===== config.mk =====
export PLATFORM = sky130hd
export DESIGN_NAME = tmr_upset_monitor
export DESIGN_NICKNAME = d
export VERILOG_FILES = /design/src/rtl/tmr_mon_pkg.sv /design/src/rtl/majorityVoter.sv /design/src/rtl/tmr_upset_monitor.sv
export SDC_FILE = /design/constraint.sdc
export NUM_CORES = 1
export LEC_CHECK = 0
export CAP_MARGIN = 10
export CELL_PAD_IN_SITES_DETAIL_PLACEMENT = 0
export CELL_PAD_IN_SITES_GLOBAL_PLACEMENT = 1
export CORE_MARGIN = 3
export CORE_UTILIZATION = 30
export DETAILED_ROUTE_END_ITERATION = 10
export GPL_TIMING_DRIVEN = 1
export PLACE_DENSITY = 0.75
export SKIP_CTS_REPAIR_TIMING = 1
export SYNTH_ARGS = -nofsm -noshare
export SYNTH_HDL_FRONTEND = slang
export SYNTH_HIERARCHICAL = 1
export SYNTH_SLANG_ARGS = --single-unit
export TNS_END_PERCENT = 1

===== constraint.sdc =====
create_clock -name clk -period 5.69 [get_ports clk]
set_input_delay 0.8535 -clock clk [delete_from_list [all_inputs] [get_ports clk]]
set_output_delay 0.8535 -clock clk [all_outputs]
set_load 0.01 [all_outputs]

===== src/rtl/tmr_mon_pkg.sv =====
// Shared types and helpers for the TMR upset monitor.
package tmr_mon_pkg;

    typedef enum logic [1:0] {
        CLEAN = 2'd0,
        UPSET = 2'd1,
        FAULT = 2'd2
    } monState_t;

    localparam logic [1:0] LANE_A = 2'd0;
    localparam logic [1:0] LANE_B = 2'd1;
    localparam logic [1:0] LANE_C = 2'd2;

    // Increment that sticks at the all-ones value of a 'width'-bit counter.
    function automatic logic [31:0] satInc(input logic [31:0] val, input int width);
        logic [31:0] maxVal;
        maxVal = (width >= 32) ? 32'hFFFF_FFFF : ((32'd1 << width) - 32'd1);
        return (val >= maxVal) ? maxVal : (val + 32'd1);
    endfunction

endpackage


===== src/rtl/majorityVoter.sv =====
// Single-bit 2-of-3 majority voter.
module majorityVoter (
    input  logic a,
    input  logic b,
    input  logic c,
    output logic y
);
    assign y = (a & b) | (b & c) | (a & c);
endmodule


===== src/rtl/tmr_upset_monitor.sv =====
// De-triplicates a TMR register: registered vote, upset/fault classification
// and per-lane saturating mismatch counters.
module tmr_upset_monitor
    import tmr_mon_pkg::*;
#(
    parameter int WIDTH   = 8,
    parameter int CNT_W   = 16,
    parameter int PERSIST = 4
) (
    input  logic             clk,
    input  logic             rst,
    input  logic [WIDTH-1:0] inA,
    input  logic [WIDTH-1:0] inB,
    input  logic [WIDTH-1:0] inC,
    input  logic             clear,
    output logic [WIDTH-1:0] out,
    output logic             upset,
    output logic             multiUpset,
    output logic             fault,
    output logic [1:0]       faultLane,
    output logic [CNT_W-1:0] errA,
    output logic [CNT_W-1:0] errB,
    output logic [CNT_W-1:0] errC
);

    localparam logic [7:0] PERSIST_L = 8'(PERSIST);

    logic [WIDTH-1:0] vote;
    logic             mmA, mmB, mmC;
    logic [1:0]       mmCnt;
    logic             anyMm, singleMm, multiMm;
    logic [1:0]       mmLane;

    monState_t  state, stateNext;
    logic [7:0] runLen, runLenNext;
    logic [1:0] runLane, runLaneNext;
    logic       upsetNext;
    logic [1:0] faultLaneNext;

    for (genvar i = 0; i < WIDTH; i++) begin : gVote
        majorityVoter uVote (
            .a (inA[i]),
            .b (inB[i]),
            .c (inC[i]),
            .y (vote[i])
        );
    end

    assign mmA      = |(inA ^ vote);
    assign mmB      = |(inB ^ vote);
    assign mmC      = |(inC ^ vote);
    assign mmCnt    = {1'b0, mmA} + {1'b0, mmB} + {1'b0, mmC};
    assign anyMm    = (mmCnt != 2'd0);
    assign singleMm = (mmCnt == 2'd1);
    assign multiMm  = (mmCnt >= 2'd2);
    assign mmLane   = mmA ? LANE_A : (mmB ? LANE_B : LANE_C);
    assign fault    = (state == FAULT);

    // Run tracker: length of the current streak of single-lane mismatches on one lane.
    always_comb begin
        runLenNext  = 8'd0;
        runLaneNext = runLane;
        if (singleMm) begin
            runLaneNext = mmLane;
            runLenNext  = (mmLane == runLane) ? 8'(satInc(32'(runLen), 8)) : 8'd1;
        end
    end

    // Classification FSM; clear overrides whatever this sample shows.
    always_comb begin
        stateNext     = state;
        upsetNext     = 1'b0;
        faultLaneNext = faultLane;
        if (clear) begin
            stateNext     = CLEAN;
            faultLaneNext = 2'd0;
        end else begin
            case (state)
                CLEAN: begin
                    if (anyMm) begin
                        stateNext = UPSET;
                        upsetNext = 1'b1;
                    end
                end
                UPSET: begin
                    if (!anyMm) begin
                        stateNext = CLEAN;
                    end else if (singleMm && (runLenNext >= PERSIST_L)) begin
                        stateNext     = FAULT;
                        faultLaneNext = mmLane;
                    end
                end
                FAULT:   stateNext = FAULT;
                default: stateNext = CLEAN;
            endcase
        end
    end

    // State, pulses, vote register and run tracker.
    always_ff @(posedge clk) begin
        if (rst) begin
            state      <= CLEAN;
            out        <= '0;
            upset      <= 1'b0;
            multiUpset <= 1'b0;
            faultLane  <= 2'd0;
            runLen     <= 8'd0;
            runLane    <= LANE_A;
        end else begin
            state      <= stateNext;
            out        <= vote;
            upset      <= upsetNext;
            multiUpset <= multiMm & ~clear;
            faultLane  <= faultLaneNext;
            if (clear) begin
                runLen  <= 8'd0;
                runLane <= LANE_A;
            end else begin
                runLen  <= runLenNext;
                runLane <= runLaneNext;
            end
        end
    end

    // Per-lane saturating mismatch counters; clear wins over a same-cycle mismatch.
    always_ff @(posedge clk) begin
        if (rst || clear) begin
            errA <= '0;
            errB <= '0;
            errC <= '0;
        end else begin
            if (mmA) errA <= CNT_W'(satInc(32'(errA), CNT_W));
            if (mmB) errB <= CNT_W'(satInc(32'(errB), CNT_W));
            if (mmC) errC <= CNT_W'(satInc(32'(errC), CNT_W));
        end
    end

endmodule


==> results of run 1 <==
## cells in the mapped netlist, drive strengths merged (5+ instances only)
cell type / instances
clkbuf: 7
nor4: 6
nand3: 10
or2: 5
nor3: 15
xnor2: 32
nand2: 30
o21ai: 6
a21oi: 46
and4: 8
mux2i: 6
maj3: 8
xor2: 28
inv: 7
buf: 5
dfxtp: 72
a31oi: 5
nand4: 16
nor2b: 13
nor2: 23
and3: 12
## routing by layer
metal / vias up / track usage / part of all wire
li1: 1601 / - / -
met1: 1507 / 0.1737 / 0.46
met2: 66 / 0.2265 / 0.49
met3: 6 / 0.03782 / 0.043
met4: 0 / 0.02862 / 0.0077
met5: - / 0 / 0
## worst min path at each step
| stage | startpoint | endpoint | slack (ps) | cells past startpoint |
|---|---|---|---|---|
| 5_1_grt | faultLane[1] | faultLane[1] | 510 | 2 |
| 3_3_place_gp | faultLane[1] | faultLane[1] | 460 | 2 |
| 3_5_place_dp | faultLane[1] | faultLane[1] | 460 | 2 |
| 6_report | faultLane[1] | faultLane[1] | 480 | 2 |
| 2_1_floorplan | state[0] | upset | 430 | 1 |
| 4_1_cts | faultLane[1] | faultLane[1] | 490 | 2 |
## registers in the layout, summed over array words and instances, names as in the netlist
signal and cells:
errA 16, errB 16, errC 16, faultLane 2, multiUpset 1, out 8, runLane 2, runLen 8
state 2, upset 1
## worst min-delay path: cells and delay by family (launching register included)
kind | cells | cell delay, ps
muxes | 1 | 60
DFF | 1 | 310
and+or+nand+nor | 1 | 60
## layout make-up
type,count,area (µm²)
clock buffer,11,252.7
clock inverter,5,62.56
fill,1137,6700
inverter,7,26.28
multi-input combinational,306,2122
sequential,72,1441
tap,143,178.9
timing repair buffer,88,878.3
## cells by family after synthesis
group,synth area share
XOR/XNOR,0.1437
AND/OR/NAND/NOR,0.2396
multiplexers,0.01643
flip-flops,0.3942
AO/OA/AOI/OAI,0.1369
buffers and inverters,0.02533
adder cells (fa/ha/maj),0.04381
## per-stage QoR
step	cell area [µm²]	util	setup slack, ps	cells
finish	4962	0.4255	1922	632
global route	4962	0.4255	1661	632
CTS	4962	0.4255	1888	632
detailed placement	4647	0.3985	1554	616
global placement	4647	0.3985	1579	616
floorplan	3656	-	2407	397
## power by group
group / leakage, nW / switching [W] / internal (W)
Sequential: 0.584 / 0.00000436 / 0.000511
Clock: 0.149 / 0.000224 / 0.000367
Combinational: 0.940 / 0.0000459 / 0.0000511
Total: 1.67 / 0.000275 / 0.000929
==> key figures, run 1 <==
Timing
  – Maximum clock frequency: around 270 MHz
  – Tightest Pin Transition: between 1000 and 1500 ps
  – Clk_skew: slightly above 5 ps
  – Worst hold slack: around 480 ps
  – Final min period: between 3000 and 4000 ps
  – Slew HR: 0.2941
  – Final number of max-transition violations: 0
  – Setup TNS: 0 ps
  – Final period util: 0.6622
  – Final setup viols: 0
  – Final Hold Viols: 0
  – RSZ-0062 raised after global routing: no

Setup path
  – Crit path cell chain: clkdlybuf4s50_1 -> maj3_2 -> xor2_1 -> nor4_1 -> nand2_1 -> fa_1 -> nand2_1 -> nor2_1 -> o2111a_1 -> o21ai_1 -> mux2i_1
  – Worst EP arrival: 3970 ps
  – Reg2reg end: errA[13]
  – R2r worst-path depth: 5
  – Reg2reg setup slack: about 3500 ps
  – Max stage delay on crit path: 640 ps
  – CP Depth: 11
  – Critical path endpoint category: flop
  – Critical path's slowest cell: fa_1
  – WP buf/inv: 1
  – Required @ worst endpoint: a little under 6000 ps
  – Crit path launch: inC[6]
  – Crit Reg-Reg Startpoint: errA[4]
  – Worst setup SP type: primary input
  – Top Family by Delay on Critical Path: adder cells
  – Most frequent CP cell: nand2_1
  – Crit Path Class: in -> reg
  – Worst setup path end: faultLane[0]
  – Crit path max fanout: 15

GRT
  – Overall routing resource usage: 0.1351
  – Vias in the first global route: 2,996
  – Largest net degree at the start of global routing: 56
  – First-pass GRT wire length: 14.72 mm
  – Initial antenna violation count: 0
  – Grt total ovfl: 0

Clock tree
  – Clk Latency, worst-skew pair: 330 ps
  – Worst-path clk slew: roughly 60 ps
  – CTS tree: done
  – # H-tree levels: 3
  – Num CTS Buffers: 9
  – Max clock buf depth: 2
  – CTS root buf: clkbuf_16
  – Clk sink count: between 70 and 80

Flow run
  – Max-Cap Viols: 0

Detailed routing
  – Final WL: 9.040 mm
  – DRC violation count after routing: 0
  – Antenna Nets Post-Route: 0
  – First-pass DRT Iterations: 4
  – Routed WL per cell: approximately 14 µm
  – Via/cell ratio: slightly above 5
  – 1st-iter DRT viols: roughly 120
  – Total number of vias: 3,180

Layout
  – Commonest non-fill, non-tap cell in the layout: clkdlybuf4s50_1
  – Nets: 516
  – # diodes: 0
  – Layout cells sized above 1: 0.1002
  – Area grow syn2layout: 35.73%
  – Most frequent cells in the layout: clkdlybuf4s50_1 (87), dfxtp_1 (72), a21oi_1 (41)

Synth
  – Top cell type's share of synthesized area: 0.3943
  – Register area share after synthesis: 0.3943
  – Synth unique cells: 59
  – Top post-synthesis cells by area: dfxtp_1 (39%), xnor2_1 (7.7%), xor2_1 (6.7%)
  – EDFF count, synth: 0
  – Syn Std Cell Area: between 3000 and 4000 µm²
  – Top_reg_cell synth: dfxtp_1
  – Synth Net Count: 429
  – Yosys reg bits: 72
  – Largest area contributor in the netlist: dfxtp_1
  – Post-Syn Instances: 397
  – Mapped Avg Cell Area: between 9 and 10 µm²
  – Ys async rst share: 0
  – Synth warn: 6

Floorplanning
  – Die W: ~120 µm
  – Die Ht: ~120 µm
  – CORE AREA: 11,660 µm²
  – Starting density of the core: 0.3135
  – Rows: 39
  – Die Area: between 10,000 and 15,000 µm²
  – Num ports: 88

Status
  – Status: complete, no violations

Power and ir drop
  – Worst vdd ir: 0.0001457 V
  – Final Power: between 0.001 and 0.0015 W
  – Pwr Density: approximately 240 nW/µm²
  – Leak Pwr: approximately 1.7 nW

Placement
  – Port Buffers: 87
  – Hpwl dp: 6.679 mm
  – Final GP Congestion: 0.7942

Hold path
  – Worst hold path class: reg -> reg
Note: power is estimated with default switching activity, not from simulation.
==> run 2, diff against run 1 <==
PLACE_DENSITY = 0.77   (was 0.75)
clock period = 3.05 ns   (was 5.69 ns; I/O delays follow)
==> key figures, run 2 (same netlist as run 1, synthesis figures left out) <==
Clock tree
  – CTS root buf: clkbuf_16
  – Clk Latency, worst-skew pair: 340 ps
  – Clk sink count: 72
  – CTS tree: done
  – # H-tree levels: 3
  – Worst-path clk slew: about 50 ps
  – Max clock buf depth: 2
  – Num CTS Buffers: 9

Setup path
  – Crit Path Class: in -> reg
  – Crit path max fanout: 4
  – Critical path's slowest cell: fa_1
  – Critical path endpoint category: flop
  – Worst setup SP type: primary input
  – WP buf/inv: 1
  – Max stage delay on crit path: 540 ps
  – Worst EP arrival: around 3100 ps
  – Top Family by Delay on Critical Path: adder cells
  – Crit path cell chain: clkdlybuf4s50_1 -> maj3_2 -> xnor2_1 -> nand4_2 -> or2_1 -> fa_1 -> nand2_1 -> nor2_1 -> o2111a_1 -> o21ai_1 -> mux2i_1
  – Required @ worst endpoint: approximately 3300 ps

Floorplanning
  – Die W: approximately 120 µm
  – Die Ht: around 120 µm
  – Starting density of the core: 0.3135
  – Die Area: 13,550 µm²
  – CORE AREA: between 10,000 and 15,000 µm²
  – Num ports: 88
  – Rows: 39

GRT
  – Grt total ovfl: 0
  – Largest net degree at the start of global routing: 33
  – Initial antenna violation count: 0
  – First-pass GRT wire length: 15.24 mm
  – Overall routing resource usage: 0.1425
  – Vias in the first global route: 3,142

Timing
  – Final number of max-transition violations: 0
  – Final setup viols: 0
  – RSZ-0062 raised after global routing: no
  – Maximum clock frequency: approximately 340 MHz
  – Final period util: 0.9533
  – Clk_skew: approximately 7.9 ps
  – Worst hold slack: 467.7 ps
  – Tightest Pin Transition: 465.1 ps
  – Slew HR: 0.6871
  – Final min period: a little under 3000 ps
  – Final Hold Viols: 0

Detailed routing
  – Via/cell ratio: between 4 and 5
  – Final WL: roughly 9.5 mm
  – Routed WL per cell: about 14 µm
  – DRC violation count after routing: 0
  – Total number of vias: between 3,000 and 4,000
  – 1st-iter DRT viols: between 150 and 200
  – Antenna Nets Post-Route: 0
  – First-pass DRT Iterations: 4

Power and ir drop
  – P_int: 0.001873 W
  – Sequential share of power: 0.405
  – Final Power: ~0.0024 W
  – Switching power: between 0.0005 and 0.0006 W
  – Clock power frac: 0.504
  – Combinational Power Share: 0.091
  – Switching Fraction: 0.2118
  – Leak Pwr: 1.885 nW
  – Pwr Density: about 450 nW/µm²
  – Worst vdd ir: between 0.0003 and 0.0004 V

Placement
  – Dpl cells: approximately 660
  – Final GP Congestion: around 0.81
  – Hpwl dp: 7.093 mm
  – Port Buffers: 87

Layout
  – # diodes: 0
  – Post-layout util: 0.4559
  – Area grow syn2layout: 45.41%
  – Layout Cells excl Fill: a little under 700
  – Most frequent cells in the layout: clkdlybuf4s50_1 (87), dfxtp_1 (72), buf_4 (43)
  – Largest regs: errA: 16 flops, errB: 16 flops, errC: 16 flops
  – Layout cells sized above 1: 0.1736
  – Nets: approximately 560
  – Commonest non-fill, non-tap cell in the layout: clkdlybuf4s50_1

Status
  – Status: complete, no violations

Flow run
  – Max-Cap Viols: 0

Hold path
  – Worst hold path class: reg -> reg
[run 2: worst paths after layout]
| check | slack (ps) | startpoint | to | depth (start not counted) |
|---|---|---|---|---|
| worst min-delay path | 470 | faultLane[1] | faultLane[1] | 2 |
| worst max register to register | 1160 | runLen[0] | faultLane[1] | 7 |
| worst max-delay path | 140 | inB[0] | faultLane[1] | 11 |
| worst min register to register | 470 | faultLane[1] | faultLane[1] | 2 |
[run 2: cell type report]
| cell class | count | area [µm²] |
|---|---|---|
| clock inverter | 5 | 106.4 |
| tap | 143 | 178.9 |
| fill | 1102 | 6346 |
| multi-input combinational | 306 | 2141 |
| clock buffer | 10 | 229.0 |
| inverter | 7 | 26.28 |
| sequential | 72 | 1441 |
| timing repair buffer | 130 | 1194 |
[run 2: worst register-to-register path, cell delays in order, from the launching register on]
cell      delay (ps)
dfxtp_1          360
ha_1             280
nand3_1          160
nor3_1           220
o21bai_1         130
o2111a_1         250
o21ai_1          200
mux2i_1          220
[run 2: layer usage]
| layer | routed length (µm) | GRT usage | vias to the layer above | part of all wire |
|---|---|---|---|---|
| met3 | 443 | 0.05233 | 11 | 0.047 |
| met5 | 0 | 0 | - | 0 |
| li1 | - | - | 1676 | - |
| met1 | 4265 | 0.1755 | 1579 | 0.45 |
| met4 | 156 | 0.04408 | 0 | 0.017 |
| met2 | 4588 | 0.2326 | 69 | 0.49 |
[run 2: power by group through the flow]
stage	Clock (W)	Sequential (W)	Combinational, W
after detailed placement	0	0.000983	0.000215
final	0.00120	0.000962	0.000217
after floorplan	0	0.000988	0.0000896
after global placement	0	0.000982	0.000213
after global routing	0.00127	0.000963	0.000234
after CTS	0.00123	0.000962	0.000217
[run 2: stage by stage]
stage | worst slack (ps) | cell area (µm²) | TNS (ps)
after floorplan | 162.5 | 3656 | 0
final | 142.4 | 5316 | 0
after detailed placement | -213.4 | 4962 | -1734
after global routing | 2.943 | 5316 | 0
after global placement | -187.8 | 4962 | -1346
after CTS | 122.5 | 5298 | 0
